## src/rtl/and3_selftest_seq_if.sv

```systemverilog
// Interface bundle between the AND3 self-test sequencer and the gate it exercises.
// The master side (sequencer) drives the gate inputs and the sweep status.
// The slave side (gate/bench) provides start and gate_out.
interface and3_selftest_seq_if;
    logic       start;
    logic       in1;
    logic       in2;
    logic       in3;
    logic       gate_out;
    logic       busy;
    logic       done;
    logic       pass;
    logic [3:0] err_count;
    logic       fail_valid;
    logic [2:0] fail_vec;
    logic [2:0] dbg_state;

    modport master (
        input  start, gate_out,
        output in1, in2, in3, busy, done, pass, err_count, fail_valid, fail_vec, dbg_state
    );

    modport slave (
        output start, gate_out,
        input  in1, in2, in3, busy, done, pass, err_count, fail_valid, fail_vec, dbg_state
    );
endinterface

```

## src/rtl/and3_selftest_seq.sv

```systemverilog
// Self-test sequencer for a delayed 3-input AND gate.
// Sweeps vectors 000..111 onto the gate, holds each for SETTLE_CYCLES before
// sampling gate_out, and reports error count, first failing vector and pass.
// Status flags (busy/done/pass) are registered from the FSM state, so they
// trail the state by one edge: done rises 1+8*(2+SETTLE_CYCLES) edges after start.
module and3_selftest_seq #(
    parameter int SETTLE_CYCLES = 2
) (
    input  logic                 clk,
    input  logic                 rst,
    and3_selftest_seq_if.master  bus
);

    localparam logic [2:0] S_IDLE   = 3'd0;
    localparam logic [2:0] S_APPLY  = 3'd1;
    localparam logic [2:0] S_SETTLE = 3'd2;
    localparam logic [2:0] S_CHECK  = 3'd3;
    localparam logic [2:0] S_DONE   = 3'd4;

    localparam logic [3:0] SETTLE_LAST = 4'(SETTLE_CYCLES - 1);

    logic [2:0] r_state;
    logic [2:0] r_vec;
    logic [3:0] r_cnt;
    logic [3:0] r_err_count;
    logic       r_fail_valid;
    logic [2:0] r_fail_vec;
    logic       r_busy;
    logic       r_done;
    logic       r_pass;

    logic       w_expected;
    logic       w_mismatch;
    logic       w_launch;

    // Reference AND of the current vector and the comparison against the gate.
    assign w_expected = &r_vec;
    assign w_mismatch = (bus.gate_out != w_expected);
    // A new sweep is accepted only when no sweep is running.
    assign w_launch   = bus.start && ((r_state == S_IDLE) || (r_state == S_DONE));

    // Sweep FSM with vector counter, settle counter and error capture.
    always_ff @(posedge clk) begin
        if (rst) begin
            r_state      <= S_IDLE;
            r_vec        <= 3'd0;
            r_cnt        <= 4'd0;
            r_err_count  <= 4'd0;
            r_fail_valid <= 1'b0;
            r_fail_vec   <= 3'd0;
        end else begin
            case (r_state)
                S_IDLE, S_DONE: begin
                    if (w_launch) begin
                        r_vec        <= 3'd0;
                        r_err_count  <= 4'd0;
                        r_fail_valid <= 1'b0;
                        r_fail_vec   <= 3'd0;
                        r_state      <= S_APPLY;
                    end
                end
                S_APPLY: begin
                    r_cnt   <= 4'd0;
                    r_state <= S_SETTLE;
                end
                S_SETTLE: begin
                    r_cnt <= r_cnt + 4'd1;
                    if (r_cnt == SETTLE_LAST) begin
                        r_state <= S_CHECK;
                    end
                end
                S_CHECK: begin
                    if (w_mismatch) begin
                        // At most 8 vectors, so the 4-bit count cannot overflow.
                        r_err_count <= r_err_count + 4'd1;
                        if (!r_fail_valid) begin
                            r_fail_valid <= 1'b1;
                            r_fail_vec   <= r_vec;
                        end
                    end
                    if (r_vec == 3'd7) begin
                        r_state <= S_DONE;
                    end else begin
                        r_vec   <= r_vec + 3'd1;
                        r_state <= S_APPLY;
                    end
                end
                default: begin
                    r_state <= S_IDLE;
                end
            endcase
        end
    end

    // Registered status flags derived from the state; cleared on a new launch.
    always_ff @(posedge clk) begin
        if (rst) begin
            r_busy <= 1'b0;
            r_done <= 1'b0;
            r_pass <= 1'b0;
        end else begin
            r_busy <= (r_state == S_APPLY) || (r_state == S_SETTLE) || (r_state == S_CHECK);
            if (w_launch) begin
                r_done <= 1'b0;
                r_pass <= 1'b0;
            end else if (r_state == S_DONE) begin
                r_done <= 1'b1;
                r_pass <= (r_err_count == 4'd0);
            end else begin
                r_done <= 1'b0;
                r_pass <= 1'b0;
            end
        end
    end

    assign bus.in1        = r_vec[2];
    assign bus.in2        = r_vec[1];
    assign bus.in3        = r_vec[0];
    assign bus.busy       = r_busy;
    assign bus.done       = r_done;
    assign bus.pass       = r_pass;
    assign bus.err_count  = r_err_count;
    assign bus.fail_valid = r_fail_valid;
    assign bus.fail_vec   = r_fail_vec;
    assign bus.dbg_state  = r_state;

endmodule

```

## src/flat_wrapper.sv

```systemverilog
// flat-port wrapper written by rule: the top's interface ports become plain ports
module and3_selftest_seq_flat 
#(
    parameter int SETTLE_CYCLES = 2
)
  (clk, rst, bus_start, bus_gate_out, bus_in1, bus_in2, bus_in3, bus_busy, bus_done, bus_pass, bus_err_count, bus_fail_valid, bus_fail_vec, bus_dbg_state);
  and3_selftest_seq_if bus_i ();
  input  logic clk;
  input  logic rst;
  input wire logic [$bits(bus_i.start)-1:0] bus_start;
  input wire logic [$bits(bus_i.gate_out)-1:0] bus_gate_out;
  output wire logic [$bits(bus_i.in1)-1:0] bus_in1;
  output wire logic [$bits(bus_i.in2)-1:0] bus_in2;
  output wire logic [$bits(bus_i.in3)-1:0] bus_in3;
  output wire logic [$bits(bus_i.busy)-1:0] bus_busy;
  output wire logic [$bits(bus_i.done)-1:0] bus_done;
  output wire logic [$bits(bus_i.pass)-1:0] bus_pass;
  output wire logic [$bits(bus_i.err_count)-1:0] bus_err_count;
  output wire logic [$bits(bus_i.fail_valid)-1:0] bus_fail_valid;
  output wire logic [$bits(bus_i.fail_vec)-1:0] bus_fail_vec;
  output wire logic [$bits(bus_i.dbg_state)-1:0] bus_dbg_state;
  assign bus_i.start = bus_start;
  assign bus_i.gate_out = bus_gate_out;
  assign bus_in1 = bus_i.in1;
  assign bus_in2 = bus_i.in2;
  assign bus_in3 = bus_i.in3;
  assign bus_busy = bus_i.busy;
  assign bus_done = bus_i.done;
  assign bus_pass = bus_i.pass;
  assign bus_err_count = bus_i.err_count;
  assign bus_fail_valid = bus_i.fail_valid;
  assign bus_fail_vec = bus_i.fail_vec;
  assign bus_dbg_state = bus_i.dbg_state;
  and3_selftest_seq #(.SETTLE_CYCLES(SETTLE_CYCLES)) u_core (.clk(clk), .rst(rst), .bus(bus_i));
endmodule
```

## config.mk

```make
export PLATFORM = sky130hd
export DESIGN_NAME = and3_selftest_seq_flat
export DESIGN_NICKNAME = d
export VERILOG_FILES = /design/src/rtl/and3_selftest_seq_if.sv /design/src/rtl/and3_selftest_seq.sv /design/src/flat_wrapper.sv
export SDC_FILE = /design/constraint.sdc
export NUM_CORES = 1
export LEC_CHECK = 0
export CORE_ASPECT_RATIO = 1.1
export CORE_MARGIN = 1.5
export CORE_UTILIZATION = 30
export CTS_BUF_LIST = sky130_fd_sc_hd__clkbuf_2
export CTS_CLUSTER_SIZE = 30
export DETAILED_ROUTE_END_ITERATION = 8
export PLACE_DENSITY_LB_ADDON = 0.05
export RECOVER_POWER = 25
export SLEW_MARGIN = 20
export SYNTH_ARGS = -nofsm -noshare
export SYNTH_HDL_FRONTEND = slang
export SYNTH_SLANG_ARGS = --single-unit
```

## constraint.sdc

```tcl
create_clock -name clk -period 4 [get_ports clk]
set_input_delay 0.8 -clock clk [delete_from_list [all_inputs] [get_ports clk]]
set_output_delay 0.8 -clock clk [all_outputs]
set_load 0.01 [all_outputs]
```

==> impl_metrics.json, run 1 <==
{
  "synth_enable_flop_cells": 0,
  "rows": 22,
  "max_slew.worst_pin.slew_ps": 486,
  "io_buffer_count": 20,
  "regToRegEndpoint": "u_core.bus.err_count[2]",
  "drt-initial-drc-count": 49,
  "synth_largest_type_area_fraction": 0.381,
  "dpl_worst_slack_ps": 1670,
  "io_pins": 21,
  "hold_path_class": "reg -> reg",
  "die_w_um": 60.8,
  "clock_insertion_delay_worst_skew_ps": 340,
  "drcViolationCount": 0,
  "whs_ps": 504,
  "cts_tree": "built",
  "crit_slowest_cell": "dfxtp_1",
  "cts-hold-fix-buffers": 0,
  "grt_setup_unrepaired": "false",
  "postCtsSetupRepairBufs": 0,
  "synthesis.yosys.warnings": 0,
  "largest_fanout_of_any_net_on_the_critical_path": 15,
  "critical_path.top_delay_family": "flip-flops",
  "worst_ir_drop_vdd_mv": 0.138,
  "setup_violations": 0,
  "tns_ps": 0,
  "leakage_nw": 0.497,
  "die_boundary_height_um": 66.6,
  "design_power_total_mw": 0.372,
  "synth_flop_cell": "dfxtp_1",
  "critical_path.cell_chain": "clkdlybuf4s50_1",
  "drt-total-wl_um": 2290,
  "data_required_critical_path_ps": 3200,
  "run_status": "complete, no violations",
  "syn-mean-instance-area_sq_um": 9.51,
  "worst_r2r_path_depth": 5,
  "place_hpwl_um": 1610,
  "setup_slack_ps": 1560,
  "finalMaxSlewViolations": 0,
  "antenna_found_initial": 0,
  "power.density_nw_per_um2": 277,
  "crit_path_max_incr_delay_ps": 670,
  "register_area_share_after_synthesis": 0.381,
  "final.setup_skew_ps": 10.2,
  "clock_tree.buffer_depth": 2,
  "postSynthCellCount": 116,
  "syn_to_final_growth_pct": 21.5,
  "cts_root_buffer": "clkbuf_2",
  "routed-via-count": 877,
  "worst_slew_margin_rel": 0.675,
  "htreeDepth": 1,
  "wp_buf_inv": 1,
  "tritoncts.num_buffers": 3,
  "report.final.hold_viol_count": 0,
  "post_layout_nonfiller_instances": 183,
  "finalWorstPathRequiredPeriod_ps": 2440,
  "synth_seq_cells": 21,
  "synth_area_sq_um": 1100,
  "worst_setup_path_end_kind": "output pin",
  "grt_start_max_net_pins": 17,
  "post_cts_resized": 0,
  "worst_hold_end": "u_core.bus.pass",
  "gr-total-overflow": 0,
  "floorplan.die_area_sq_um": 4050,
  "cts.sinks": 21,
  "synthMostInstantiatedCell": "dfxtp_1",
  "dr.pass1.iters": 4,
  "cap_viol_max_count": 0,
  "gp_routability_congestion": 0.727,
  "route.detailed.wl_per_inst_um": 12.5,
  "synth_area_leaders": "dfxtp_1 38%, ha_1 7.9%, nand2_1 4.1%",
  "grt_first_pass_wirelength_um": 4000,
  "ff2ff_setup_slack_ps": 2330,
  "vias_per_cell": 4.79,
  "post-synth-top-area-cell": "dfxtp_1",
  "timing.setup.critical_path_class": "reg -> out",
  "diodes": 0,
  "r2r_start": "u_core.r_vec[0]",
  "worst-endpoint-arrival_ps": 1640,
  "min_period_over_period": 0.611,
  "worst_hold_path.num_cells": 1,
  "clock.fmax_mhz": 409,
  "timing.hold.worst.start": "u_core.bus.err_count[3]",
  "finalNetCount": 147,
  "synthesized_nets": 127,
  "post-place-cells": 179,
  "clk_pin_slew_worst_paths_ps": 210,
  "core-area_sq_um": 3410,
  "ys_async_sr_fraction": 0,
  "via_count_of_the_first_global_routing_pass": 897,
  "start_util": 0.323,
  "grtUsageTotal": 0.132,
  "post_synth_most_frequent_cells": "21 x dfxtp_1, 12 x nand2_1, 10 x inv_1",
  "route.antenna.remaining_nets": 0,
  "startpoint_type": "register",
  "synth_cell_types": 36,
  "post_route_cells_drive_above_1_share": 0.0815
}
cells by family (layout without fill, tap and decap cells):
logic type | after synthesis | after routing | share of synthesized area
AND/OR/NAND/NOR | 44 | 44 | 0.244
AO/OA/AOI/OAI | 21 | 21 | 0.137
flip-flops | 21 | 21 | 0.381
buffers and inverters | 15 | 34 | 0.0714
adder cells (fa/ha/maj) | 7 | 7 | 0.0794
multiplexers | 5 | 5 | 0.0567
XOR/XNOR | 3 | 3 | 0.0306
worst register-to-register path: cells and delay by family, from the launching register on:
family          cells  cell delay [ps]
fa+ha+maj           2              460
flops               1              450
xor+xnor            1              390
compound gates      2              300
state kept, by name, indices dropped and copies added (netlist names):
signal                 cells
u_core.bus.err_count       4
u_core.r_cnt               4
u_core.bus.dbg_state       3
u_core.bus.fail_vec        3
u_core.r_vec               3
u_core.bus.busy            1
u_core.bus.done            1
u_core.bus.fail_valid      1
u_core.bus.pass            1
metrics by stage:
| stage | area [sq um] | util |
|---|---|---|
| 2_1_floorplan | 1100 | - |
| 3_3_place_gp | 1320 | 0.387 |
| 3_5_place_dp | 1320 | 0.387 |
| 4_1_cts | 1340 | 0.393 |
| 5_1_grt | 1340 | 0.393 |
| 6_report | 1340 | 0.393 |
cell usage in the layout, fill, tap and decap left out, types with 2 or more instances in the layout:
cell | Yosys | final
clkdlybuf4s50_1 | 0 | 19
nand2b_1 | 2 | 2
nor2_1 | 2 | 2
a21oi_1 | 5 | 5
nand3b_1 | 3 | 3
nand4_1 | 5 | 5
nor3b_1 | 2 | 2
o21ai_1 | 2 | 2
dfxtp_1 | 21 | 21
nor2b_1 | 2 | 2
nor4b_1 | 3 | 3
o21ai_0 | 2 | 2
nand2_1 | 12 | 12
nand3_1 | 5 | 5
nor3_1 | 2 | 2
xnor2_1 | 2 | 2
mux2i_1 | 4 | 4
o21bai_1 | 2 | 2
a31oi_1 | 3 | 3
o211ai_1 | 3 | 3
ha_1 | 7 | 7
clkbuf_2 | 0 | 4
inv_1 | 10 | 10
final cells by class:
cell class,instances,area [sq um]
Clock buffer,4,20.0
Inverter,10,37.5
Multi-Input combinational cell,80,603
Timing Repair Buffer,20,200
Tap cell,48,60.1
Sequential cell,21,420
Fill cell,373,2070
per-layer routing:
layer  global-route usage  vias to the layer above  wire length (um)
met5                    0                        -                 0
met4               0.0571                        0                31
met3               0.0330                        4                96
met2                0.206                       17              1050
met1                0.169                      408              1110
li1                     -                      448                 -
power by group:
group          internal, mW  leakage, nW  switching, mW  total, mW
Sequential            0.215        0.170         0.0116      0.227
Combinational        0.0259        0.310         0.0241     0.0500
Clock                0.0264       0.0166         0.0688     0.0953
how the worst max path moves through the flow:
stage | startpoint | endpoint | slack [ps] | cells past startpoint
final | u_core.bus.dbg_state[0] | bus_dbg_state[0] | 1560 | 1
after global routing | u_core.bus.dbg_state[0] | bus_dbg_state[0] | 1450 | 1
after CTS | u_core.bus.dbg_state[0] | bus_dbg_state[0] | 1550 | 1
after detailed placement | rst | u_core.bus.err_count[2] | 1670 | 4
after global placement | rst | u_core.bus.err_count[2] | 1700 | 4
after floorplan | rst | u_core.bus.err_count[3] | 2330 | 5
(Power assumes the default switching activity.)
==> inputs of run 2 (changes only) <==
==> constraint.sdc (replaced) <==
create_clock -name clk -period 2 [get_ports clk]
set_input_delay 0.4 -clock clk [delete_from_list [all_inputs] [get_ports clk]]
set_output_delay 0.4 -clock clk [all_outputs]
set_load 0.01 [all_outputs]
==> run 2 against run 1 <==
Count of clock-buffer cells in the layout shrank 1. Largest cell class unchanged. Non-clock buffer count up 3. Register-to-register slack worse by 2000 ps. Global-route usage grew 0.055 points.
==> impl_metrics.json, run 2 (synthesis gave the netlist of run 1 again) <==
{
  "critical_path.top_delay_family": "buffers and inverters",
  "htreeDepth": 1,
  "grt_start_max_net_pins": 17,
  "drcViolationCount": 0,
  "die_w_um": 60.8,
  "via_count_of_the_first_global_routing_pass": 862,
  "route.antenna.remaining_nets": 0,
  "finalNetCount": 150,
  "power.density_nw_per_um2": 547,
  "grtUsageTotal": 0.132,
  "io_buffer_count": 20,
  "dr.pass1.iters": 4,
  "drt-initial-drc-count": 38,
  "leakage_nw": 0.504,
  "fin_util": 0.398,
  "max_slew.worst_pin.slew_ps": 421,
  "drt-total-wl_um": 2330,
  "core-area_sq_um": 3410,
  "route.detailed.wl_per_inst_um": 12.5,
  "post_layout_nonfiller_instances": 186,
  "post_route_cells_drive_above_1_share": 0.0942,
  "worst_ir_drop_vdd_mv": 0.182,
  "clock_insertion_delay_worst_skew_ps": 330,
  "cts_tree": "built",
  "min_period_over_period": 0.911,
  "worst-endpoint-arrival_ps": 1420,
  "finalWorstPathRequiredPeriod_ps": 1820,
  "run_status": "complete, no violations",
  "io_pins": 21,
  "crit_slowest_cell": "clkdlybuf4s50_1",
  "tritoncts.num_buffers": 3,
  "wp_buf_inv": 1,
  "fillers": 392,
  "cts.sinks": 21,
  "final.setup_skew_ps": 21.9,
  "gp_routability_congestion": 0.778,
  "data_required_critical_path_ps": 1600,
  "critical_path.cell_chain": "clkdlybuf4s50_1",
  "post_cts_resized": 0,
  "tns_ps": 0,
  "most-common-layout-cells": "20 x clkdlybuf4s50_1, 20 x dfxtp_1, 12 x nand2_1, 10 x inv_1, 7 x ha_1",
  "cts_root_buffer": "clkbuf_2",
  "start_util": 0.323,
  "clk_pin_slew_worst_paths_ps": 230,
  "setup_violations": 0,
  "floorplan.die_area_sq_um": 4050,
  "timing.setup.critical_path_class": "reg -> out",
  "diodes": 0,
  "largest_fanout_of_any_net_on_the_critical_path": 7,
  "grt_first_pass_wirelength_um": 3990,
  "crit_path_max_incr_delay_ps": 590,
  "whs_ps": 504,
  "hold_path_class": "reg -> reg",
  "postCtsSetupRepairBufs": 0,
  "antenna_found_initial": 0,
  "finalMaxSlewViolations": 0,
  "multiInputGateArea_sq_um": 603,
  "grt_setup_unrepaired": "false",
  "place_hpwl_um": 1680,
  "startpoint_type": "register",
  "clock.fmax_mhz": 549,
  "gr-total-overflow": 0,
  "ff2ff_setup_slack_ps": 330,
  "report.final.hold_viol_count": 0,
  "routed-via-count": 882,
  "worst_slew_margin_rel": 0.719,
  "worst_setup_path_end_kind": "output pin",
  "syn_to_final_growth_pct": 23.0,
  "rows": 22,
  "die_boundary_height_um": 66.6,
  "vias_per_cell": 4.74,
  "setup_slack_ps": 178,
  "cap_viol_max_count": 0,
  "post-place-cells": 182,
  "cts-hold-fix-buffers": 0,
  "seq_area_sq_um": 422,
  "dpl_worst_slack_ps": 213,
  "clock_tree.buffer_depth": 2
}
## run 2: stage by stage
| step | power, mW | area (sq um) |
|---|---|---|
| detailed placement | 0.573 | 1350 |
| floorplan | 0.531 | 1100 |
| global placement | 0.571 | 1350 |
| finish | 0.743 | 1360 |
| CTS | 0.765 | 1370 |
| global route | 0.793 | 1360 |
## run 2: worst paths after layout
path / start / end / cells past startpoint
worst max-delay path: u_core.bus.dbg_state[1] / bus_dbg_state[1] / 1
worst min-delay path: u_core.bus.err_count[3] / u_core.bus.pass / 1
worst max register to register: u_core.r_vec[0] / u_core.bus.fail_vec[2] / 5
worst min register to register: u_core.bus.err_count[3] / u_core.bus.pass / 1
## run 2: per-layer routing
layer  vias up  part of all wire  wire length [um]  global-route usage
li1        455                 -                 -                   -
met1       406              0.49              1130               0.173
met2        19              0.46              1080               0.208
met3         2             0.042                98              0.0252
met4         0            0.0090                21              0.0571
met5         -                 0                 0                   0
## run 2: layout make-up
cell class,count,area share
Timing Repair Buffer,23,0.159
Tap cell,48,0.0442
Sequential cell,21,0.311
Inverter,10,0.0276
Multi-Input combinational cell,80,0.444
Clock buffer,3,0.0111
Clock inverter,1,0.00369
## run 2: power by group
group / switching [mW] / leakage, nW / total [mW] / internal (mW)
clock network: 0.139 / 0.0164 / 0.185 / 0.0453
logic: 0.0595 / 0.317 / 0.115 / 0.0553
registers: 0.0139 / 0.170 / 0.444 / 0.430
total: 0.213 / 0.504 / 0.743 / 0.531
